File: config.mk
export PLATFORM = sky130hd
export DESIGN_NAME = clock_ratio_gen
export DESIGN_NICKNAME = d
export VERILOG_FILES = /design/src/rtl/clock_ratio_gen_pkg.sv /design/src/rtl/clock_ratio_gen_accumulator.sv /design/src/rtl/clock_ratio_gen.sv
export SDC_FILE = /design/constraint.sdc
export NUM_CORES = 1
export LEC_CHECK = 0
export ABC_AREA = 1
export ABC_CLOCK_PERIOD_IN_PS = 4000
export BUFFER_PORTS_ARGS = -buffer_cell sky130_fd_sc_hd__clkbuf_2
export CAP_MARGIN = 20
export CORE_MARGIN = 1
export CORE_UTILIZATION = 35
export CTS_CLUSTER_SIZE = 12
export DETAILED_ROUTE_END_ITERATION = 8
export HOLD_SLACK_MARGIN = 0.12
export PLACE_DENSITY = 0.56
export RECOVER_POWER = 25
export SETUP_SLACK_MARGIN = 0.4
export SLEW_MARGIN = 5
export SYNTH_ARGS = -nofsm -noshare
export SYNTH_HDL_FRONTEND = slang
export SYNTH_SLANG_ARGS = --single-unit
File: constraint.sdc
create_clock -name clk -period 4 [get_ports clk]
set_input_delay 0.6 -clock clk [delete_from_list [all_inputs] [get_ports clk]]
set_output_delay 0.6 -clock clk [all_outputs]
set_load 0.02 [all_outputs]
File: src/rtl/clock_ratio_gen_pkg.sv
// clock_ratio_gen shared types: run-state encoding, default
// sizing, configuration bundle and the run-control transition rule.
package clock_ratio_gen_pkg;

    localparam int CRG_N = 2;
    localparam int CRG_W = 16;

    typedef enum logic [1:0] {
        ST_IDLE = 2'd0,
        ST_RUN  = 2'd1,
        ST_DONE = 2'd2
    } state_e;

    typedef struct packed {
        logic [CRG_N-1:0][CRG_W-1:0] num;
        logic [CRG_W-1:0]            den;
        logic [CRG_W-1:0]            window;
    } crg_cfg_t;

    // Next run state; an abort takes priority over window expiry
    function automatic state_e fsm_next(
        input state_e cur,
        input logic   go,
        input logic   stop,
        input logic   win_end
    );
        state_e nxt;
        nxt = cur;
        unique case (cur)
            ST_IDLE, ST_DONE: begin
                if (go) nxt = ST_RUN;
            end
            ST_RUN: begin
                if (stop)         nxt = ST_IDLE;
                else if (win_end) nxt = ST_DONE;
            end
            default: nxt = ST_IDLE;
        endcase
        return nxt;
    endfunction

endpackage

File: src/rtl/clock_ratio_gen_accumulator.sv
// Per-channel fractional accumulator: fires num times every den
// enabled cycles, registers the strobe and keeps a saturating tally.
module ratio_accumulator #(
    parameter int W = 16
) (
    input  logic         clk,
    input  logic         reset_n,
    input  logic         clear,
    input  logic         enable,
    input  logic [W-1:0] num,
    input  logic [W-1:0] den,
    output logic         strobe,
    output logic [W-1:0] count
);

    logic [W-1:0] acc_q;
    logic [W:0]   sum;
    logic         hit;
    logic [W-1:0] acc_d;

    // Sum is one bit wider; the wrapped remainder fits W bits once hit
    always_comb begin
        sum   = {1'b0, acc_q} + {1'b0, num};
        hit   = (sum >= {1'b0, den});
        acc_d = hit ? (acc_q + num - den) : sum[W-1:0];
    end

    // Residue register, cleared at run start
    always_ff @(posedge clk) begin
        if (!reset_n) begin
            acc_q <= '0;
        end else if (clear) begin
            acc_q <= '0;
        end else if (enable) begin
            acc_q <= acc_d;
        end
    end

    // Strobe and tally update on the same edge so the tally includes it
    always_ff @(posedge clk) begin
        if (!reset_n) begin
            strobe <= 1'b0;
            count  <= '0;
        end else if (clear) begin
            strobe <= 1'b0;
            count  <= '0;
        end else begin
            strobe <= enable & hit;
            if (enable && hit && (count != {W{1'b1}})) begin
                count <= count + 1'b1;
            end
        end
    end

endmodule

File: src/rtl/clock_ratio_gen.sv
// Multi-channel ratio strobe generator: config handshake, run
// window control and one fractional accumulator per channel.
module clock_ratio_gen
    import clock_ratio_gen_pkg::*;
#(
    parameter int N = CRG_N,
    parameter int W = CRG_W
) (
    input  logic           clk,
    input  logic           reset_n,
    input  logic           cfg_valid,
    output logic           cfg_ready,
    input  logic [N*W-1:0] cfg_num,
    input  logic [W-1:0]   cfg_den,
    input  logic [W-1:0]   cfg_window,
    output logic           cfg_err,
    input  logic           start,
    input  logic           stop,
    output logic           busy,
    output logic           done,
    output logic [N-1:0]   strobe,
    output logic [N*W-1:0] count
);

    typedef struct packed {
        logic [N-1:0][W-1:0] num;
        logic [W-1:0]        den;
        logic [W-1:0]        window;
    } cfg_t;

    state_e       state_q;
    state_e       state_d;
    cfg_t         cfg_q;
    cfg_t         cfg_in;
    logic         cfg_err_q;
    logic         err_in;
    logic         err_eff;
    logic         cfg_fire;
    logic         run;
    logic         go;
    logic         win_end;
    logic [W-1:0] win_load;
    logic [W-1:0] win_q;
    logic         done_q;

    // Offered config as a bundle, with its legality verdict
    always_comb begin
        cfg_in.num    = cfg_num;
        cfg_in.den    = cfg_den;
        cfg_in.window = cfg_window;
        err_in        = (cfg_den == '0);
        for (int j = 0; j < N; j++) begin
            if (cfg_num[j*W +: W] > cfg_den) err_in = 1'b1;
        end
    end

    assign run       = (state_q == ST_RUN);
    assign cfg_ready = reset_n & ~run;
    assign cfg_fire  = cfg_valid & cfg_ready;

    // A config arriving with start is the one that run uses
    assign err_eff  = cfg_fire ? err_in : cfg_err_q;
    assign win_load = cfg_fire ? cfg_window : cfg_q.window;
    assign go       = ~run & start & ~err_eff;
    assign win_end  = run & (win_q == W'(1));
    assign state_d  = fsm_next(state_q, go, stop, win_end);

    // Run state and the single-cycle completion pulse
    always_ff @(posedge clk) begin
        if (!reset_n) begin
            state_q <= ST_IDLE;
            done_q  <= 1'b0;
        end else begin
            state_q <= state_d;
            done_q  <= run & (state_d == ST_DONE);
        end
    end

    // Config registers; zero den out of reset is flagged illegal
    always_ff @(posedge clk) begin
        if (!reset_n) begin
            cfg_q     <= '0;
            cfg_err_q <= 1'b1;
        end else if (cfg_fire) begin
            cfg_q     <= cfg_in;
            cfg_err_q <= err_in;
        end
    end

    // Remaining run cycles; zero means unbounded
    always_ff @(posedge clk) begin
        if (!reset_n) begin
            win_q <= '0;
        end else if (go) begin
            win_q <= win_load;
        end else if (run && (win_q != '0)) begin
            win_q <= win_q - 1'b1;
        end
    end

    for (genvar j = 0; j < N; j++) begin : g_ch
        ratio_accumulator #(
            .W (W)
        ) u_acc (
            .clk     (clk),
            .reset_n (reset_n),
            .clear   (go),
            .enable  (run),
            .num     (cfg_q.num[j]),
            .den     (cfg_q.den),
            .strobe  (strobe[j]),
            .count   (count[j*W +: W])
        );
    end

    assign busy    = run;
    assign done    = done_q;
    assign cfg_err = cfg_err_q;

endmodule
== Word level (Yosys, flattened, before mapping) ==
Cells that the tools add are included.
Operators by class
  add/sub/neg operators: 9
  $lt $le $gt $ge: 4
  equality and inequality tests: 6
  muxes and demuxes: 12
  bitwise operators: 11
  reduce and logical (&&, ||, !) cells: 11
Operator list (count)
  two-way mux 16 bit: 5
  adder 16 x 16 -> 17 bit: 2
  greater-or-equal comparator 17 x 16 -> 1 bit: 2
  adder 16 x 1 -> 16 bit, second input constant: 2
  adder 16 bit: 2
  greater-than comparator 16 bit: 2
  != test 16 bit, second input constant: 2
  subtractor 16 bit: 2
  equality test 16 x 1 -> 1 bit, second input constant: 1
  zero test 16 bit: 1
  nonzero test 16 bit: 1
  subtractor 16 x 1 -> 16 bit, second input constant: 1
  AND 1 bit: 8
  two-way mux 2 bit: 3
  logical AND 1 bit: 5
  equality test 2 bit, second input constant: 2
  one-hot mux 2 bit (2 select lines): 1
  OR reduction 2 bit: 2
  two-way mux 1 bit: 3
  inverter 1 bit: 3
  equality test 2 x 1 -> 1 bit, second input constant: 1
  zero test 2 bit: 1
  nonzero test 2 bit: 1
Word-level totals
  register bits: 150
  input bits: 69
  output and inout port bits: 38

== Depth between registers and ports, before layout ==
  depth after elaboration: 11
  depth in mapped cells: 25
  mapped depth without buffers: 24

== By module ==
From an unflattened synthesis, not the netlist that was laid out.
Unflattened totals
  cell total of the unflattened synthesis: 1881
  area total of the unflattened synthesis: 12816.0 µm²
By module, submodules not included
  clock_ratio_gen: times used 1, cells an instance 588, area an instance 4329.2 µm², seq. area each 1681.6 µm²
  ratio_accumulator at g_ch[1].u_acc: times used 1, cells an instance 651, area an instance 4257.8 µm², seq. area each 660.6 µm²
  ratio_accumulator at g_ch[0].u_acc: times used 1, cells an instance 642, area an instance 4229.1 µm², seq. area each 660.6 µm²

== Worst setup path before layout ==
No wires, ideal clock.
  path type: register -> register
  start: reg cfg_q[32] in the netlist's numbering
  end: reg g_ch[0].u_acc.acc_q[4]
  setup time: 117 ps
  arrival time: 3161 ps
  path slack: 722 ps
  cell stages (with the launch flop): 25
  path buffers: 1
  clock period less this slack: 3278 ps
  cell sequence: dfxtp_1 ha_1 fa_1 nand3_1 nand2_1 a21boi_0 o21ai_0 nand3_1 nand3b_1 nand2_1 inv_1 ha_1 a21oi_1 nor2_1 a211oi_1 nand2_1 nand2_1 nand2_1 nand2_2 nand2_2 nor2_1 buf_2 nand2_1 o21ai_1 nor2_1
Between the ends
  word-level cells in the longest chain between the ends: 3
  elaborated cells on any way between the ends: 5
Ends and longest elaborated chain
  start, declared: line clock_ratio_gen.sv:33  | cfg_t cfg_q;
  start signal, assigned: line clock_ratio_gen.sv:85  | cfg_q <= cfg_in;
  adder 16 bit / adder 16 x 16 -> 17 bit (equally long branches): line clock_ratio_gen_accumulator.sv:25, clock_ratio_gen_accumulator.sv:23
  subtractor 16 bit / greater-or-equal comparator 17 x 16 -> 1 bit (equally long branches): line clock_ratio_gen_accumulator.sv:25, clock_ratio_gen_accumulator.sv:24
  two-way mux 16 bit (*): line clock_ratio_gen_accumulator.sv:25  | acc_d = hit ? (acc_q + num - den) : sum[W-1:0];
  end signal, assigned: line clock_ratio_gen_accumulator.sv:31  | acc_q <= '0;
  end signal, assigned: line clock_ratio_gen_accumulator.sv:33  | acc_q <= '0;
  end signal, assigned: line clock_ratio_gen_accumulator.sv:35  | acc_q <= acc_d;
  end, declared: line clock_ratio_gen_accumulator.sv:16  | logic [W-1:0] acc_q;
Mark *: on every way between the ends. The rest lies on a longest branch, timed or not.
A chain may end at the register's enable or synchronous reset.

== Worst setup path in the final report ==
  start: reg cfg_q[32] in the netlist's numbering
  end: reg g_ch[0].u_acc.acc_q[5]
Same word-level chain as after synthesis.

==> impl_summary.log <==
INFO  metric timing.final.max_slew_violations = 0
INFO  metric syn-mean-instance-area = 7.00 um2
INFO  metric yosys_warnings = 0
INFO  metric synth_enable_flop_cells = 0
INFO  metric critical_path.startpoint_type = flop
INFO  metric postSynthCellCount = 1766
INFO  metric routed_via_density = 4.97
INFO  metric clock_path_buffers = 2
INFO  metric met3WireLength = 1530 um
INFO  metric mappedNetlistNets = 1999
INFO  metric total_leakage_power = 6.91 nW
INFO  metric setup_violations = 0
INFO  metric finalWeightedCongestion = 0.880
INFO  metric area.growth.synth_to_final = 12.9%
INFO  metric die_height = 190 um
INFO  metric initial_utilization = 35.7%
INFO  metric ff2ff_setup_slack = 630 ps
INFO  metric synth-seq-area-share = 24.3%
INFO  metric io-pin-count = 107
INFO  metric clk_pin_slew_worst_paths = 70 ps
INFO  metric dr_wl_met2 = 16000 um
INFO  metric global_route.usage.total = 19.8%
INFO  metric number_of_antenna_repair_diodes = 0
INFO  metric cts_num_sinks = 150
INFO  metric final.setup.tns = 0 ps
INFO  metric post_cts_hold_buffer_count = 0
INFO  metric final_cycle_share = 84.2%
INFO  metric drc_errors = 0
INFO  metric row_count = 68
INFO  metric crit_arrival = 3690 ps
INFO  metric finalHoldViolCount = 0
INFO  metric cts_inserted_buffers = 17
INFO  metric post_drt_wl_per_cell = 15.2 um
INFO  metric synth_seq_cells = 150
INFO  metric fin_ws = 632 ps
INFO  metric power_per_cell_area = 365 nW/um2
INFO  metric dieArea = 36100 um2
INFO  metric critical_path.max_fanout = 9
INFO  metric routed_wl = 35100 um
INFO  metric synth.top_cell.area_share = 24.3%
INFO  metric via_count_of_the_first_global_routing_pass = 11100
INFO  metric number_of_i_o_port_buffers = 106
INFO  metric wl_met1 = 16900 um
INFO  metric globalRouteOverflowTotal = 0
INFO  metric postSynth.topFlopCell = dfxtp_1
INFO  metric root_buf_cell = clkbuf_16
INFO  metric synth_commonest_cells = nand2_1 (318), inv_1 (290), dfxtp_1 (150)
INFO  metric htreeDepth = 4
INFO  metric timing_worst_setup_path_type = reg -> reg
INFO  metric synth_async_sr_flop_share = 0%
INFO  metric detail_route.iter0.violations = 670
INFO  metric share_of_post_route_cells_with_drive_strength_above_1 = 10.0%
INFO  metric tritoncts = yes
INFO  metric max-vdd-ir-drop = 0.290 mV
INFO  metric slew_headroom = 50.2%
INFO  metric status = finished, final reports clean
INFO  metric routed.top_layer = met4
INFO  metric synth_top_cell_by_area = dfxtp_1
INFO  metric critPathCaptureType = flop
INFO  metric detailed_place_hpwl = 27300 um
INFO  metric synth_cell_type_count = 51
INFO  metric netlist_top_cells_area = dfxtp_1 (24%), ha_1 (13%), nand2_1 (9.7%)
INFO  metric dp_slack = 225 ps
INFO  metric synth_most_common_cell = nand2_1
INFO  metric final_core_util = 40.3%
INFO  metric kind_of_path_behind_the_tightest_hold_check = in -> reg
INFO  metric max_slew.worst_pin.slew = 746 ps
INFO  metric design_power_total = 5.10 mW
INFO  metric die_width = 190 um
INFO  metric final_nets = 2083
INFO  metric antenna_found_initial = 0
INFO  metric detailroute.via_count = 11500
INFO  metric setup_repair_after_global_routing_missed_its_margin = true
INFO  metric period_needed = 3370 ps
INFO  metric grt_pass1_wl = 56900 um
INFO  metric timing.max_cap.violations = 0
INFO  metric worst-endpoint-required = 4330 ps
INFO  metric drt_pre_antenna_iters = 5
INFO  metric fp.coreArea = 34600 um2
INFO  metric grt_max_degree = 57
INFO  metric max_freq = 0.297 GHz
INFO  metric insertion_delay = 440 ps
INFO  metric timing.clock.skew = 9.46 ps
INFO  metric drtAntennaViolNets = 0
INFO  metric netlist_area = 12400 um2
worst max-delay path, stage by stage (launching register included):
cell and delay, ps:
dfxtp_1 330, ha_1 230, fa_2 360, nand3_1 80
nand2_1 110, a21boi_2 180, o21ai_1 100, nand3_1 110
nand3b_1 80, nand2_1 90, inv_1 50, ha_1 300
a21oi_2 130, nor2_1 50, a211oi_1 160, nand2_1 80
nand2_1 60, nand2_1 80, nand2_4 110, nand2_8 100
nor2_4 140, buf_6 150, nand2_1 60, o21ai_1 70
nor2_1 50
metrics by stage:
| stage | area [um2] | instances | hold slack [ps] |
|---|---|---|---|
| floorplan | 12400 | 1766 | 453 |
| global placement | 13300 | 2282 | 486 |
| detailed placement | 13300 | 2282 | 494 |
| CTS | 13900 | 2313 | 365 |
| global route | 14000 | 2317 | 372 |
| finish | 14000 | 2317 | 380 |
per-layer routing:
layer	vias to the layer above	GRT usage, %
met5	-	0
met4	0	6.20
met3	38	3.14
met2	220	32.6
met1	5355	26.3
li1	5908	-
cell usage in the layout, fill, tap and decap left out, types with 4 or more instances in the layout:
| cell type | synthesis | final |
|---|---|---|
| a31oi_1 | 4 | 4 |
| inv_2 | 4 | 4 |
| o31ai_1 | 4 | 4 |
| clkbuf_2 | 0 | 71 |
| clkbuf_1 | 28 | 36 |
| o21ai_1 | 24 | 21 |
| a21o_1 | 10 | 10 |
| nand3_1 | 141 | 139 |
| fa_1 | 32 | 31 |
| clkinvlp_4 | 0 | 5 |
| or2_2 | 18 | 18 |
| a21oi_2 | 6 | 7 |
| nor4_1 | 4 | 4 |
| ha_1 | 132 | 132 |
| nor3_1 | 10 | 10 |
| o21ai_0 | 95 | 98 |
| buf_4 | 8 | 16 |
| clkbuf_16 | 0 | 17 |
| xnor2_1 | 26 | 25 |
| nor2_1 | 114 | 114 |
| dfxtp_1 | 150 | 150 |
| a21oi_1 | 147 | 146 |
| inv_1 | 290 | 290 |
| nand4_1 | 56 | 56 |
| xor2_1 | 65 | 63 |
| o21bai_1 | 4 | 4 |
| o21a_1 | 6 | 6 |
| buf_6 | 3 | 4 |
| nand2_1 | 318 | 318 |
| nand2_2 | 11 | 8 |
| inv_6 | 0 | 4 |
area by class of cell:
type,count,area (um2)
Multi-Input combinational cell,1260,8040
Clock buffer,19,443
Tap cell,455,569
Inverter,295,1110
Timing Repair Buffer,126,652
Fill cell,3670,20700
Sequential cell,150,3000
Clock inverter,12,144
sequential cells by signal, summed over array words and instances (netlist names):
| register | count |
|---|---|
| cfg_q | 64 |
| g_ch.u_acc.acc_q | 32 |
| g_ch.u_acc.count | 32 |
| win_q | 16 |
| g_ch.u_acc.strobe | 2 |
| state_q | 2 |
| cfg_err | 1 |
| done | 1 |
where the power goes:
group | internal (mW) | total, mW | switching [mW]
registers | 1.57 | 1.65 | 0.0775
clock network | 0.944 | 1.66 | 0.716
logic | 0.666 | 1.79 | 1.13
kinds of logic after synthesis:
family	share of synthesized area, %
muxes	0.0809
adders and majority gates	18.5
DFF	24.3
buffers and inverters	11.4
xor gates and xnor gates	6.44
and+or+nand+nor	25.8
AOI/OAI and AO/OA	13.5
worst paths after layout:
kind / startpoint / endpoint / cells after the start
setup / recovery: cfg_q[32] / g_ch[0].u_acc.acc_q[5] / 24
hold / removal: cfg_num[31] / cfg_q[63] / 3
setup reg to reg: cfg_q[32] / g_ch[0].u_acc.acc_q[5] / 24
hold reg to reg: win_q[7] / win_q[7] / 2
what timing repair did:
item / 4_1_cts / 5_1_grt
resized for setup: 5 / 23
cloned: 0 / 1
hold endpoints to repair: 0 / 0
pin swaps: 0 / 4
setup buffers: 0 / 3
endpoints found under the setup margin: 28 / 63
No activity file was read; power rests on OpenSTA's default activity.
